===== config.mk =====
export PLATFORM = sky130hd
export DESIGN_NAME = inst_queue_flat
export DESIGN_NICKNAME = d
export VERILOG_FILES = /design/src/rtl/inst_queue_if.sv /design/src/rtl/inst_queue.sv /design/src/flat_wrapper.sv
export SDC_FILE = /design/constraint.sdc
export NUM_CORES = 1
export LEC_CHECK = 0
export BUFFER_PORTS_ARGS = -buffer_cell sky130_fd_sc_hd__clkbuf_2
export CORE_UTILIZATION = 45
export CTS_BUF_LIST = sky130_fd_sc_hd__clkbuf_4 sky130_fd_sc_hd__clkbuf_8
export CTS_CLUSTER_DIAMETER = 60
export DETAILED_ROUTE_END_ITERATION = 12
export PLACE_DENSITY = 0.61
export SLEW_MARGIN = 15
export SYNTH_ARGS = -nofsm -noshare
export SYNTH_HDL_FRONTEND = slang
export SYNTH_SLANG_ARGS = --single-unit

===== constraint.sdc =====
create_clock -name clk -period 7.9 [get_ports clk]
set_input_delay 1.185 -clock clk [delete_from_list [all_inputs] [get_ports clk]]
set_output_delay 1.185 -clock clk [all_outputs]
set_load 0.05 [all_outputs]

===== src/rtl/inst_queue_if.sv =====
// rtl/inst_queue_if.sv - fetch-to-decode handshake bundle for inst_queue
//
// Purpose: groups the fetch-side push signals, the decode-side pop
// signals and flush into one bundle.
// master : fetch/decode side (drives packets, out_take and flush)
// slave  : the queue (drives in_rdy and the two output slots)
interface inst_queue_if;
  logic        flush;
  logic        in_vld;
  logic        in_rdy;
  logic [1:0]  in_cnt;
  logic [31:0] in_pc;
  logic [31:0] in_inst0;
  logic [31:0] in_inst1;
  logic [1:0]  out_vld;
  logic [31:0] out_inst0;
  logic [31:0] out_inst1;
  logic [31:0] out_pc0;
  logic [31:0] out_pc1;
  logic [1:0]  out_take;

  modport master (
    output flush, in_vld, in_cnt, in_pc, in_inst0, in_inst1, out_take,
    input  in_rdy, out_vld, out_inst0, out_inst1, out_pc0, out_pc1
  );

  modport slave (
    input  flush, in_vld, in_cnt, in_pc, in_inst0, in_inst1, out_take,
    output in_rdy, out_vld, out_inst0, out_inst1, out_pc0, out_pc1
  );
endinterface


===== src/rtl/inst_queue.sv =====
// rtl/inst_queue.sv - dual-issue instruction queue between fetch and decode
//
// Purpose: circular buffer of DEPTH single-instruction entries {inst, pc}.
// Accepts packets of 1 or 2 instructions, presents the two oldest entries
// to the decoders and pops 0..2 per cycle. flush empties the queue.
// Optional macro SRV_IQ_BYPASS_EN: an empty queue forwards the incoming
// packet to the outputs in the same cycle and stores only the part that
// decode did not consume.
// Ports:
//   clk   : rising-edge clock
//   rst_n : asynchronous active-low reset
//   q     : inst_queue_if.slave (flush, in_* push side, out_* pop side)
module inst_queue #(
  parameter int DEPTH = 8
) (
  input logic         clk,
  input logic         rst_n,
  inst_queue_if.slave q
);
  localparam int PTR_W = $clog2(DEPTH);
  localparam int CNT_W = PTR_W + 1;

  logic [31:0]      mem_inst [DEPTH];
  logic [31:0]      mem_pc   [DEPTH];
  logic [PTR_W-1:0] rd_ptr;
  logic [PTR_W-1:0] wr_ptr;
  logic [PTR_W-1:0] rd_ptr1;
  logic [CNT_W-1:0] count;

  logic             push;
  logic [1:0]       skip;
  logic [1:0]       wr_n;
  logic [1:0]       pop_n;
  logic [31:0]      pc1_in;
  logic [31:0]      w_inst0;
  logic [31:0]      w_pc0;
  logic [1:0]       q_vld;

  assign pc1_in  = q.in_pc + 32'd4;
  assign rd_ptr1 = rd_ptr + PTR_W'(1);

  // Room for a full two-instruction packet, from registered count only so
  // fetch never sees a combinational path from decode's out_take.
  assign q.in_rdy = (count <= CNT_W'(DEPTH - 2));
  assign push     = q.in_vld & q.in_rdy & ~q.flush;

  assign q_vld = (count == '0)          ? 2'b00 :
                 (count == CNT_W'(1))   ? 2'b01 : 2'b11;

`ifdef SRV_IQ_BYPASS_EN
  logic bypass;
  // flush already blocks push, so a flush cycle never bypasses.
  assign bypass = push && (count == '0);
  // In bypass the consumed instructions come from the packet, not storage.
  assign skip   = bypass ? q.out_take : 2'd0;
  assign pop_n  = (bypass || q.flush) ? 2'd0 : q.out_take;

  assign q.out_vld   = bypass ? ((q.in_cnt == 2'd2) ? 2'b11 : 2'b01) : q_vld;
  assign q.out_inst0 = bypass ? q.in_inst0 : mem_inst[rd_ptr];
  assign q.out_inst1 = bypass ? q.in_inst1 : mem_inst[rd_ptr1];
  assign q.out_pc0   = bypass ? q.in_pc    : mem_pc[rd_ptr];
  assign q.out_pc1   = bypass ? pc1_in     : mem_pc[rd_ptr1];
`else
  assign skip  = 2'd0;
  assign pop_n = q.flush ? 2'd0 : q.out_take;

  assign q.out_vld   = q_vld;
  assign q.out_inst0 = mem_inst[rd_ptr];
  assign q.out_inst1 = mem_inst[rd_ptr1];
  assign q.out_pc0   = mem_pc[rd_ptr];
  assign q.out_pc1   = mem_pc[rd_ptr1];
`endif

  assign wr_n = push ? (q.in_cnt - skip) : 2'd0;

  // First written entry is inst1 when inst0 was consumed via bypass.
  assign w_inst0 = skip[0] ? q.in_inst1 : q.in_inst0;
  assign w_pc0   = skip[0] ? pc1_in     : q.in_pc;

  // Entry storage carries no reset; validity is tracked by count.
  always_ff @(posedge clk) begin
    if (wr_n != 2'd0) begin
      mem_inst[wr_ptr] <= w_inst0;
      mem_pc[wr_ptr]   <= w_pc0;
    end
    if (wr_n == 2'd2) begin
      mem_inst[wr_ptr + PTR_W'(1)] <= q.in_inst1;
      mem_pc[wr_ptr + PTR_W'(1)]   <= pc1_in;
    end
  end

  always_ff @(posedge clk or negedge rst_n) begin
    if (!rst_n) begin
      rd_ptr <= '0;
      wr_ptr <= '0;
      count  <= '0;
    end else if (q.flush) begin
      rd_ptr <= '0;
      wr_ptr <= '0;
      count  <= '0;
    end else begin
      rd_ptr <= rd_ptr + PTR_W'(pop_n);
      wr_ptr <= wr_ptr + PTR_W'(wr_n);
      count  <= count + CNT_W'(wr_n) - CNT_W'(pop_n);
    end
  end
endmodule


===== src/flat_wrapper.sv =====
// flat-port wrapper written by rule: the top's interface ports become plain ports
module inst_queue_flat 
#(
  parameter int DEPTH = 8
)
  (clk, rst_n, q_flush, q_in_vld, q_in_cnt, q_in_pc, q_in_inst0, q_in_inst1, q_out_take, q_in_rdy, q_out_vld, q_out_inst0, q_out_inst1, q_out_pc0, q_out_pc1);
  inst_queue_if q_i ();
  input logic clk;
  input logic rst_n;
  input wire logic [$bits(q_i.flush)-1:0] q_flush;
  input wire logic [$bits(q_i.in_vld)-1:0] q_in_vld;
  input wire logic [$bits(q_i.in_cnt)-1:0] q_in_cnt;
  input wire logic [$bits(q_i.in_pc)-1:0] q_in_pc;
  input wire logic [$bits(q_i.in_inst0)-1:0] q_in_inst0;
  input wire logic [$bits(q_i.in_inst1)-1:0] q_in_inst1;
  input wire logic [$bits(q_i.out_take)-1:0] q_out_take;
  output wire logic [$bits(q_i.in_rdy)-1:0] q_in_rdy;
  output wire logic [$bits(q_i.out_vld)-1:0] q_out_vld;
  output wire logic [$bits(q_i.out_inst0)-1:0] q_out_inst0;
  output wire logic [$bits(q_i.out_inst1)-1:0] q_out_inst1;
  output wire logic [$bits(q_i.out_pc0)-1:0] q_out_pc0;
  output wire logic [$bits(q_i.out_pc1)-1:0] q_out_pc1;
  assign q_i.flush = q_flush;
  assign q_i.in_vld = q_in_vld;
  assign q_i.in_cnt = q_in_cnt;
  assign q_i.in_pc = q_in_pc;
  assign q_i.in_inst0 = q_in_inst0;
  assign q_i.in_inst1 = q_in_inst1;
  assign q_i.out_take = q_out_take;
  assign q_in_rdy = q_i.in_rdy;
  assign q_out_vld = q_i.out_vld;
  assign q_out_inst0 = q_i.out_inst0;
  assign q_out_inst1 = q_i.out_inst1;
  assign q_out_pc0 = q_i.out_pc0;
  assign q_out_pc1 = q_i.out_pc1;
  inst_queue #(.DEPTH(DEPTH)) u_core (.clk(clk), .rst_n(rst_n), .q(q_i));
endmodule

* Word-level counts from Yosys, hierarchy flattened *
Memories as Yosys holds them, arrays and structs flattened.
Cells that the tools add are included.

cells by class
  add/sub/neg operators = 7
  $lt $le $gt $ge = 1
  eq/ne operators = 2
  multiplexer cells = 11
  bitwise operators = 3
  reductions and logical operators = 2

operators with widths
  operator                                                                           count
  32-bit by 3-bit adder with 32-bit output (second input constant)                   1
  2-bit two-way mux                                                                  4
  3-bit by 1-bit adder with 3-bit output (second input constant)                     2
  3-bit by 2-bit adder with 3-bit output                                             2
  3-bit two-way mux                                                                  2
  4-bit by 2-bit adder with 4-bit output                                             1
  4-bit by 1-bit == test with 1-bit output (second input constant)                   1
  4-bit by 3-bit less-or-equal comparator with 1-bit output (second input constant)  1
  4-bit zero test                                                                    1
  1-bit two-way mux                                                                  4
  4-bit two-way mux                                                                  1
  4-bit by 2-bit subtractor with 4-bit output                                        1
  1-bit bitwise AND                                                                  2
  2-bit == test (second input constant)                                              1
  2-bit nonzero test                                                                 1
  1-bit inverter                                                                     1

word-level totals
  register bits after elaboration = 10
  RAM bits = 512
  output and inout bits = 131
  memories = 2

memory list
  memory           words  width  read ports  clocked after Yosys merged registers in  wr ports  RTL line          RTL
  u_core.mem_inst  8      32     2           0                                        2         inst_queue.sv:23  logic [31:0] mem_inst [DEPTH];
  u_core.mem_pc    8      32     2           0                                        2         inst_queue.sv:24  logic [31:0] mem_pc [DEPTH];

* Depth between registers and ports, before layout *
Gate-level depths: netlist of run 1.

  depth in word-level cells = 7
  depth in mapped cells = 12

* Worst setup path after synthesis of run 1 *
OpenSTA, ideal clock, no wires.

  kind = flip-flop to flip-flop
  start point = register u_core.count[2]
  end point = memory u_core.mem_inst[3][0] (enable)
  library setup time = 575 ps
  arrival = 6292 ps
  data required time = 7325 ps
  setup slack = 1033 ps
  stages on the path, launching flop included = 6
  cell sequence = dfrtp_1 ha_1 and3_1 nor2_1 nand4_1 o21ai_0

RTL lines
  element                 RTL line           RTL
  start, declared         inst_queue.sv:28   logic [CNT_W-1:0] count;
  start signal, assigned  inst_queue.sv:104  count <= count + CNT_W'(wr_n) - CNT_W'(pop_n);
  end, declared           inst_queue.sv:23

* Final worst setup path of run 1 *
  start point = register u_core.rd_ptr[1]
  end point = output q_out_pc1[8]

on the way
  longest elaborated chain between the ends = 2

RTL lines
  element                                 RTL line            RTL
  start, declared                         inst_queue.sv:25    logic [PTR_W-1:0] rd_ptr;
  start signal, assigned                  inst_queue.sv:102   rd_ptr <= rd_ptr + PTR_W'(pop_n);
  3-bit by 1-bit adder with 3-bit output  inst_queue.sv:40    assign rd_ptr1 = rd_ptr + PTR_W'(1);
  memory read 8 x 32 bit                  -
  end, declared                           flat_wrapper.sv:22  output wire logic [$bits(q_i.out_pc1)-1:0] q_out_pc1;

Every way passes these cells.

==> metrics.md, run 1 <==
| Metric | Value |
|---|---|
| # setup viols final | `0` |
| Via count | `between 20000 and 25000` |
| Largest family of logic cells by synthesized area | `multiplexers` |
| Maximum vdd drop | `104 uV` |
| Initial antenna violation count | `11` |
| CP max stage delay | `approximately 1.1 ns` |
| Cts hold-fix bufs | `0` |
| Remaining antenna violation count | `0` |
| Full die area | `about 70000 um2` |
| Post-synthesis cell area | `about 31000 um2` |
| Highest routed metal layer | `met5` |
| Reg clk slew, reported paths | `0.06 ns` |
| Register bit total from synthesis | `522` |
| CTS tree | `yes` |
| Worst hold path class | `primary input to asynchronous set/reset pin` |
| Global-route usage over all layers | `0.267` |
| Synth Area in XOR/XNOR | `0.0656` |
| Inst Count DP | `3471` |
| PostCTS Resize Cnt | `0` |
| Placer Congestion | `between 0.8 and 0.9` |
| Yosys top cell area share | `0.497` |
| Worst-Margin Slew | `1.19 ns` |
| I/O Buffers | `approximately 230` |
| Outcome | `finished clean` |
| Gr ovfl total | `0` |
| Tmin final | `approximately 5.7 ns` |
| EDFF count, synth | `512` |
| Rel. slew slack | `0.208` |
| Worst-path fanout max | `slightly below 80` |
| Clock Tree Buf Depth | `3` |
| Final hold violation count | `0` |
| Crit path cell chain | `ha_4 -> buf_12 -> mux4_2 -> mux2_2 -> clkbuf_2` |
| Largest net degree at the start of global routing | `a little under 80` |
| Post-synthesis cell count | `about 2600` |
| Starting DRT DRC Count | `between 1500 and 2000` |
| Layout cell share with drive strength beyond 1 | `0.303` |
| Leak | `~12 nW` |
| Post-synthesis sequential area ratio | `0.505` |
| CP startpoint kind | `flop` |
| Crit-path slowest cell | `dfrtp_4` |
| Req. time, crit path | `6.71 ns` |
| Syn Area/Cell | `12.0 um2` |
| Met3 routed WL | `7.84 mm` |
| Worst setup EP type | `output pin` |
| Average routed wire per standard cell | `around 26 um` |
| Crit Path Category | `flop to output pin` |
| Postcts setup bufs | `0` |
| Synth async-reset ratio | `0.0192` |
| Area Growth Syn to Fin | `11.0%` |
| Post-synthesis mux area share | `0.233` |
| # rows | `95` |
| DR vias/cell | `between 5 and 6` |
| Fillers | `around 5800` |
| Io pins | `about 240` |
| Final TNS setup | `0 ns` |
| Nets@finish | `roughly 2800` |
| Syn. warnings | `0` |
| Clk_skew | `0.0277 ns` |
| Pwr/cell area | `~220 nW/um2` |
| Power Total | `between 7 and 8 mW` |
| Wire length on met1 | `about 37 mm` |
| Max-Cap Viols | `0` |
| Synthesized net count | `approximately 2700` |
| Top Family by Delay on Critical Path | `flip-flops` |
| Final worst-path cycle share | `0.719` |
| Initial Utilization | `0.458` |
| First-pass GRT wire length | `~140 mm` |
| Clock Root Buffer | `clkbuf_8` |
| Fmax | `roughly 0.18 GHz` |
| Compound-Gate Fraction of Synth Area | `0.00364` |
| Depth of the CTS H-tree | `3` |
| Clk_lat worst skew | `around 0.70 ns` |
| Total CTS buffers | `90` |
| DIE WIDTH | `around 260 um` |
| Post-Synth Simple-Gate Area | `0.146` |
| Die span in y | `264 um` |
| Adder-cell area share of the yosys netlist | `0.00704` |
| RSZ-0062 raised after global routing | `no` |
| Worst path bufs/invs | `2` |
| Core area | `a little under 70000 um2` |
| Cells taking the most area after synthesis | `edfxtp_1, mux4_2, nand2_1` |
| Dpl ws | `~2.7 ns` |
| Slew Limit Fails | `0` |
| Vias in the first global route | `21559` |
| DR pass1 iterations | `5` |
| Post-synth top flop | `edfxtp_1` |
| Synth unique cells | `47` |
| Post-DP HPWL | `roughly 55 mm` |
| # DRC | `0` |
| Num Clock Sinks | `522` |
| Wire length on met2 | `around 45 mm` |
| Routed WL | `between 90 and 100 mm` |
| Final cell count without fillers | `between 3000 and 4000` |
| CP arrival | `around 4.5 ns` |
| Post-synth top area cell | `edfxtp_1` |
| Worst setup margin | `about 2.2 ns` |
## cell usage in the layout, fill, tap and decap left out, types with 2 or more instances in the layout
cell / synthesis / final
clkbuf_8: 0 / 91
mux2_2: 128 / 128
ha_1: 11 / 10
buf_4: 13 / 42
xnor2_1: 132 / 132
and2_1: 3 / 3
bufinv_16: 0 / 4
nor2_4: 0 / 6
o21ai_4: 0 / 6
nor2b_1: 10 / 10
dfrtp_4: 0 / 3
clkinv_1: 0 / 27
inv_1: 12 / 12
nand4_1: 11 / 11
and3_1: 5 / 5
fa_1: 4 / 4
and4_1: 4 / 4
nand2_1: 935 / 925
nand2_2: 0 / 6
nor2_1: 121 / 118
nor4_4: 2 / 2
nor4_1: 8 / 7
nor3_1: 7 / 6
nand2b_1: 2 / 2
clkinvlp_4: 0 / 5
mux4_2: 256 / 256
dfrtp_1: 10 / 7
clkbuf_2: 2 / 234
diode_2: 0 / 7
a21oi_1: 5 / 5
nand3_1: 14 / 14
nor3_2: 1 / 2
clkinv_2: 0 / 11
edfxtp_1: 512 / 512
o21ai_0: 11 / 5
xor2_1: 98 / 97
clkbuf_4: 0 / 24
nand2_4: 0 / 4
## metal layers
layer,vias to the layer above,global-route usage
li1,9329,-
met1,10905,0.352
met2,1086,0.437
met3,203,0.0491
met4,8,0.109
met5,-,0
## kinds of logic (layout without fill, tap and decap cells)
kind of cell             Yosys count  count (layout)
multiplexers                     384             384
other                              0               7
adder cells (fa/ha/maj)           15              15
buffers and inverters            270             453
AND/OR/NAND/NOR                 1136            1136
AO/OA/AOI/OAI                     20              20
XOR/XNOR                         231             231
flip-flops                       522             522
## path summary, 6_finish.rpt
kind                                   from                      to  slack [ns]  cells after the start
max                        u_core.rd_ptr[1]            q_out_pc1[8]        2.22                      5
min                                   rst_n        u_core.rd_ptr[2]        0.34                      1
max reg2reg                u_core.wr_ptr[0]  u_core.mem_inst[0][22]        3.75                      5
min reg2reg                u_core.wr_ptr[2]        u_core.wr_ptr[2]        0.66                      2
max in group asynchronous             rst_n        u_core.rd_ptr[0]        7.31                      1
min in group clk           u_core.wr_ptr[2]        u_core.wr_ptr[2]        0.66                      2
## cells in the mapped netlist, types with 12 or more instances
master / count
nand2_1: 935
buf_1: 47
inv_1: 12
buf_2: 113
clkbuf_1: 80
xor2_1: 98
edfxtp_1: 512
mux2_2: 128
nor2_1: 121
mux4_2: 256
xnor2_1: 132
nand3_1: 14
buf_4: 13
## cell type report
class	count	area [um2]	share of cell area
multi-input cells	1786	14300	0.416
well taps	873	1090	0.0318
inverters	13	48.8	0.00142
flip-flops and latches	522	15600	0.455
diodes	7	17.5	0.000510
clock buffers	115	1430	0.0417
repair buffers	277	1510	0.0439
clock inverters	48	325	0.00947
## sequential cells by signal (all words and copies together), names as in the netlist
| signal | flops |
|---|---|
| u_core.count | 4 |
| u_core.wr_ptr | 3 |
| u_core.mem_pc | 256 |
| u_core.mem_inst | 256 |
| u_core.rd_ptr | 3 |
## per-stage QoR
stage               utilization  hold slack (ns)  instance area (um2)
detailed placement        0.482            0.638                32600
global route              0.508            0.342                34300
finish                    0.508            0.345                34400
CTS                       0.508            0.309                34300
floorplan                     -            0.581                30900
global placement          0.482            0.627                32600
## power by group
part           total (mW)  internal, mW  switching (mW)  leakage (nW)
Clock                2.47          1.32            1.15         0.913
Sequential           3.19          3.12          0.0686          4.75
Combinational        1.79         0.636            1.15          6.71
Total                7.45          5.08            2.37          12.4
No activity file was read; power rests on OpenSTA's default activity.
==> run 2, diff against run 1 <==
PLACE_DENSITY = 0.63   (was 0.61)
clock period = 4.65 ns   (was 7.9 ns; I/O delays follow)
==> run 2 against run 1 <==
Net effect:
- count of clock-buffer cells in the layout rose by 19
- utilization rose by 0.38 points
- sequential cell count did not move
- sequential power rose by 69%
- clock skew rose by 0.035 ns
- total power rose by 72%
- first-iteration DRC count rose by 7.0%
- largest power group unchanged
- register-to-register slack got worse by 2.6 ns
- cell count rose by 0.25%
- highest routed layer unchanged
- via count rose by 0.69%
- largest cell class unchanged
==> metrics.md, run 2 (synthesis gave the netlist of run 1 again) <==
| Metric | Value |
|---|---|
| Max-Cap Viols | `0` |
| Hold EP | `u_core.mem_pc[6][0]` |
| Commonest non-fill, non-tap cells in the layout | `nand2_1, edfxtp_1, mux4_2` |
| # setup viols final | `0` |
| CTS tree | `yes` |
| R2R depth | `6` |
| Tightest hold margin | `0.279 ns` |
| Final hold violation count | `0` |
| Via count | `about 22000` |
| Reg2reg setup slack | `about 1.2 ns` |
| Average routed wire per standard cell | `around 26 um` |
| Biggest regs | `u_core.mem_inst x256, u_core.mem_pc x256, u_core.count x4` |
| Depth of the CTS H-tree | `3` |
| CP arrival | `around 3.4 ns` |
| Clock Tree Buf Depth | `3` |
| Area Growth Syn to Fin | `11.8%` |
| Worst setup EP type | `output pin` |
| Placer Congestion | `approximately 0.82` |
| CP startpoint kind | `flop` |
| Initial antenna violation count | `7` |
| Worst setup margin | `about 0.57 ns` |
| # DRC | `0` |
| Largest net degree at the start of global routing | `~150` |
| Worst-path fanout max | `22` |
| DR vias/cell | `~6` |
| Rel. slew slack | `0.212` |
| # rows | `95` |
| Outcome | `finished clean` |
| Postcts setup bufs | `0` |
| Req. time, crit path | `~4.0 ns` |
| DR pass1 iterations | `6` |
| Gr ovfl total | `0` |
| Layout cell share with drive strength beyond 1 | `0.308` |
| Pwr/cell area | `approximately 370 nW/um2` |
| Remaining antenna violation count | `0` |
| Core area | `~68000 um2` |
| Commonest non-fill, non-tap cell in the layout | `nand2_1` |
| RSZ-0062 raised after global routing | `no` |
| Total CTS buffers | `92` |
| Fmax | `0.245 GHz` |
| Nets@finish | `roughly 2800` |
| Num Clock Sinks | `about 520` |
| Tmin final | `between 4 and 5 ns` |
| Crit Path Category | `flop to output pin` |
| Full die area | `69800 um2` |
| Maximum vdd drop | `216 uV` |
| Final worst-path cycle share | `0.877` |
| Dpl ws | `~1.1 ns` |
| Critical R2R Launch | `u_core.wr_ptr[0]` |
| Min-Delay Startpoint | `q_in_pc[0]` |
| Post-DP HPWL | `around 55 mm` |
| Hold Crit Depth | `1` |
| First-pass GRT wire length | `about 140 mm` |
| Leak | `12.5 nW` |
| DIE WIDTH | `around 260 um` |
| I/O Buffers | `about 230` |
| Worst hold path class | `primary input to flop` |
| Worst-Margin Slew | `around 1.2 ns` |
| Clk_lat worst skew | `0.73 ns` |
| Final Util | `0.512` |
| Starting DRT DRC Count | `about 2100` |
| Slew Limit Fails | `0` |
| Clock Root Buffer | `clkbuf_8` |
| Reg clk slew, reported paths | `around 0.070 ns` |
| Vias in the first global route | `around 22000` |
| Routed WL | `93.9 mm` |
| Global-route usage over all layers | `0.269` |
| Io pins | `around 240` |
| RR Endpoint | `u_core.mem_inst[4][18]` |
| Initial Utilization | `0.458` |
| Clk_skew | `between 0.06 and 0.07 ns` |
| Die span in y | `between 200 and 300 um` |
run 2: per-layer routing:
layer  vias to the layer above  share of wire  GRT usage
met2                      1126           0.50      0.454
met3                       193          0.083     0.0499
met1                     11008           0.39      0.343
li1                       9348              -          -
met5                         -        0.00029          0
met4                         4          0.031      0.104
run 2: worst max path at each step:
stage	end	cells past startpoint	slack [ns]	from
2_1_floorplan	u_core.mem_inst[2][0]	5	-1.67	q_in_vld
5_1_grt	q_out_pc1[3]	5	0.46	u_core.rd_ptr[0]
3_3_place_gp	u_core.mem_inst[6][19]	7	1.20	q_flush
3_5_place_dp	u_core.mem_inst[6][7]	7	1.06	q_flush
6_report	q_out_pc1[31]	5	0.57	u_core.rd_ptr[0]
4_1_cts	q_out_pc1[31]	5	0.50	u_core.rd_ptr[0]
run 2: area by class of cell:
class                      count  area, um2
fill                        5765      33000
sequential                   522      15600
clock inverter                34        208
tap                          873       1090
inverter                      13       48.8
timing repair buffer         282       1710
antenna                        6       15.0
multi-input combinational   1786      14300
clock buffer                 134       1630
run 2: repair_timing:
action,CTS,global route
hold endpoints to repair,10,0
endpoints found under the setup margin,0,0
hold buffers,1,0
gates resized for setup,0,0
run 2: report_power, final:
group / internal [mW] / switching [mW]
Clock: 2.30 / 2.01
Sequential: 5.31 / 0.0717
Combinational: 1.10 / 2.05
Total: 8.71 / 4.13
run 2: through the flow:
step                      instance area (um2)  power [mW]  setup TNS [ns]  std cells
final                                   34600        12.8               0       3650
after global routing                    34600        13.2               0       3649
after CTS                               34600        12.9               0       3644
after detailed placement                32800        8.63               0       3475
after global placement                  32800        8.59               0       3475
after floorplan                         31000        7.85         -214.22       2578
run 2: worst max-delay path: stages (launching register included):
cell and delay, ns:
dfrtp_4 0.52, ha_4 0.46, buf_4 0.47, mux4_2 0.59, mux2_2 0.33, clkbuf_2 0.25
==> run 3, diff against run 2 <==
CORE_ASPECT_RATIO = 1.5   (was not set)
SLEW_MARGIN = 25   (was 15)
==> run 3 against run 2 <==
Net effect:
- non-clock buffer count up 9
- hold slack improved by 0.040 ns
- utilization shrank 0.35 points
- first-iteration DRC count is 3.9% higher
- sequential share of layout area increased by 0.11 points
- global-route usage increased by 1.2 points
- count of clock-buffer cells in the layout shrank 34
- largest cell class unchanged
==> metrics.md, run 3 (synthesis gave the netlist of run 1 again) <==
| Metric | Value |
|---|---|
| Net switching power | `4.01 mW` |
| Comb pwr share | `0.252` |
| # rows | `117` |
| CP arrival | `~3.2 ns` |
| # DRC | `0` |
| Clk_skew | `about 0.024 ns` |
| Routed WL | `between 90 and 100 mm` |
| Placed inst area | `32900 um2` |
| R2R depth | `6` |
| Total CTS buffers | `83` |
| Flop pwr share | `0.430` |
| Via count | `about 22000` |
| Critical path origin | `u_core.rd_ptr[0]` |
| I/O Buffers | `234` |
| First-pass GRT wire length | `approximately 140 mm` |
| Vias in the first global route | `around 22000` |
| Maximum vdd drop | `209 uV` |
| Leak | `approximately 12 nW` |
| End of the critical path | `q_out_pc1[0]` |
| Internal cell power | `about 8.5 mW` |
| Core area | `around 68000 um2` |
| Placer Congestion | `slightly above 0.8` |
| Worst-Margin Slew | `about 1.1 ns` |
| Initial Utilization | `0.456` |
| Worst hold path class | `primary input to flop` |
| Clock Tree Buf Depth | `3` |
| Commonest non-fill, non-tap cell in the layout | `nand2_1` |
| Tmin final | `between 3 and 4 ns` |
| Global-route usage over all layers | `0.280` |
| Initial antenna violation count | `9` |
| Full die area | `69800 um2` |
| Fillers | `~6000` |
| Nets@finish | `about 2800` |
| # setup viols final | `0` |
| CTS tree | `yes` |
| Clock network power share | `0.318` |
| Final instance area | `about 35000 um2` |
| Area Growth Syn to Fin | `11.6%` |
| Crit Path Category | `flop to output pin` |
| Largest net degree at the start of global routing | `141` |
| Average routed wire per standard cell | `roughly 27 um` |
| Remaining antenna violation count | `0` |
| Clk_lat worst skew | `approximately 0.69 ns` |
| Register area | `15600 um2` |
| Commonest non-fill, non-tap cells in the layout | `nand2_1, edfxtp_1, mux4_2` |
| CP startpoint kind | `flop` |
| Worst-path fanout max | `32` |
| Pwr/cell area | `362 nW/um2` |
| Reg clk slew, reported paths | `around 0.06 ns` |
| RR Endpoint | `u_core.mem_pc[4][7]` |
| Num Clock Sinks | `522` |
| Starting DRT DRC Count | `about 2200` |
| Req. time, crit path | `between 3 and 4 ns` |
| Worst setup EP type | `output pin` |
| Slew Limit Fails | `0` |
| Depth of the CTS H-tree | `3` |
| Outcome | `finished clean` |
| Clock Root Buffer | `clkbuf_8` |
| Layout cell share with drive strength beyond 1 | `0.301` |
| Critical R2R Launch | `u_core.wr_ptr[0]` |
| Die span in y | `around 320 um` |
| Rel. slew slack | `0.293` |
| DIE WIDTH | `216 um` |
| Switching Share | `0.320` |
| Biggest regs | `u_core.mem_inst x256, u_core.mem_pc x256, u_core.count x4` |
| Final worst-path cycle share | `0.846` |
| Reg2reg setup slack | `around 1.4 ns` |
| Fmax | `0.254 GHz` |
| DR pass1 iterations | `8` |
| Multi-input logic area | `14300 um2` |
| Max-Cap Viols | `0` |
| Gr ovfl total | `0` |
| Final hold violation count | `0` |
| RSZ-0062 raised after global routing | `no` |
| Io pins | `approximately 240` |
| Post-DP HPWL | `between 50 and 60 mm` |
| Power Total | `~13 mW` |
| DR vias/cell | `roughly 5.9` |
## run 3: changes by cell type in the layout (fill, tap and decap cells not counted), moves of 3 or more
cell       change
buf_12         +3
clkbuf_4      -20
clkbuf_8      -14
buf_4          +5
bufinv_16      +4
clkinv_1      +10
## run 3: layout make-up
| class | instances | area share |
|---|---|---|
| Sequential cell | 522 | 0.453 |
| Timing Repair Buffer | 291 | 0.0527 |
| Clock buffer | 100 | 0.0371 |
| Multi-Input combinational cell | 1786 | 0.414 |
| Inverter | 13 | 0.00141 |
| Tap cell | 892 | 0.0323 |
| Clock inverter | 45 | 0.00942 |
| Antenna cell | 6 | 0.000435 |
## run 3: worst min path at each step
stage	start	endpoint	slack, ns	depth (start not counted)
floorplan	rst_n	u_core.count[0]	0.40	0
global placement	rst_n	u_core.rd_ptr[2]	0.59	1
detailed placement	rst_n	u_core.rd_ptr[2]	0.59	1
CTS	q_in_pc[1]	u_core.mem_pc[4][1]	0.27	1
global route	q_in_pc[1]	u_core.mem_pc[3][1]	0.30	1
finish	q_in_pc[1]	u_core.mem_pc[4][1]	0.32	1
## run 3: power by group through the flow
stage | sequential (mW) | combinational (mW) | clock (mW)
2_1_floorplan | 5.44 | 2.41 | 0
6_report | 5.37 | 3.15 | 3.98
5_1_grt | 5.38 | 3.32 | 4.21
4_1_cts | 5.37 | 3.18 | 4.04
3_5_place_dp | 5.47 | 3.16 | 0
3_3_place_gp | 5.46 | 3.13 | 0
## run 3: layer usage
| metal | up-vias | share of wire | wire length (um) | global-route usage |
|---|---|---|---|---|
| met5 | - | 0.00030 | 29 | 0 |
| li1 | 9339 | - | - | - |
| met2 | 1244 | 0.52 | 50500 | 0.496 |
| met4 | 4 | 0.038 | 3680 | 0.126 |
| met1 | 10889 | 0.36 | 35200 | 0.334 |
| met3 | 254 | 0.087 | 8510 | 0.0450 |
## run 3: metrics by stage
step / util / instances / worst slack (ns) / TNS, ns / hold WS, ns
3_5_place_dp: 0.484 / 3503 / 1.16 / 0 / 0.592
5_1_grt: 0.508 / 3654 / 0.632 / 0 / 0.305
4_1_cts: 0.508 / 3649 / 0.659 / 0 / 0.272
2_1_floorplan: - / 2578 / -1.67 / -214.22 / 0.402
3_3_place_gp: 0.484 / 3503 / 1.20 / 0 / 0.585
6_report: 0.508 / 3655 / 0.716 / 0 / 0.318
## run 3: worst max-delay path: stages (launching register included)
cell and delay (ns):
dfrtp_4 0.52, ha_4 0.38, buf_4 0.49, mux4_2 0.60, mux2_2 0.30, clkbuf_2 0.24
## run 3: what timing repair did
item | CTS | global route
hold endpoints to repair | 10 | 0
buffers inserted | 0 | 0
hold buffers | 1 | 0
gates resized for setup | 0 | 0
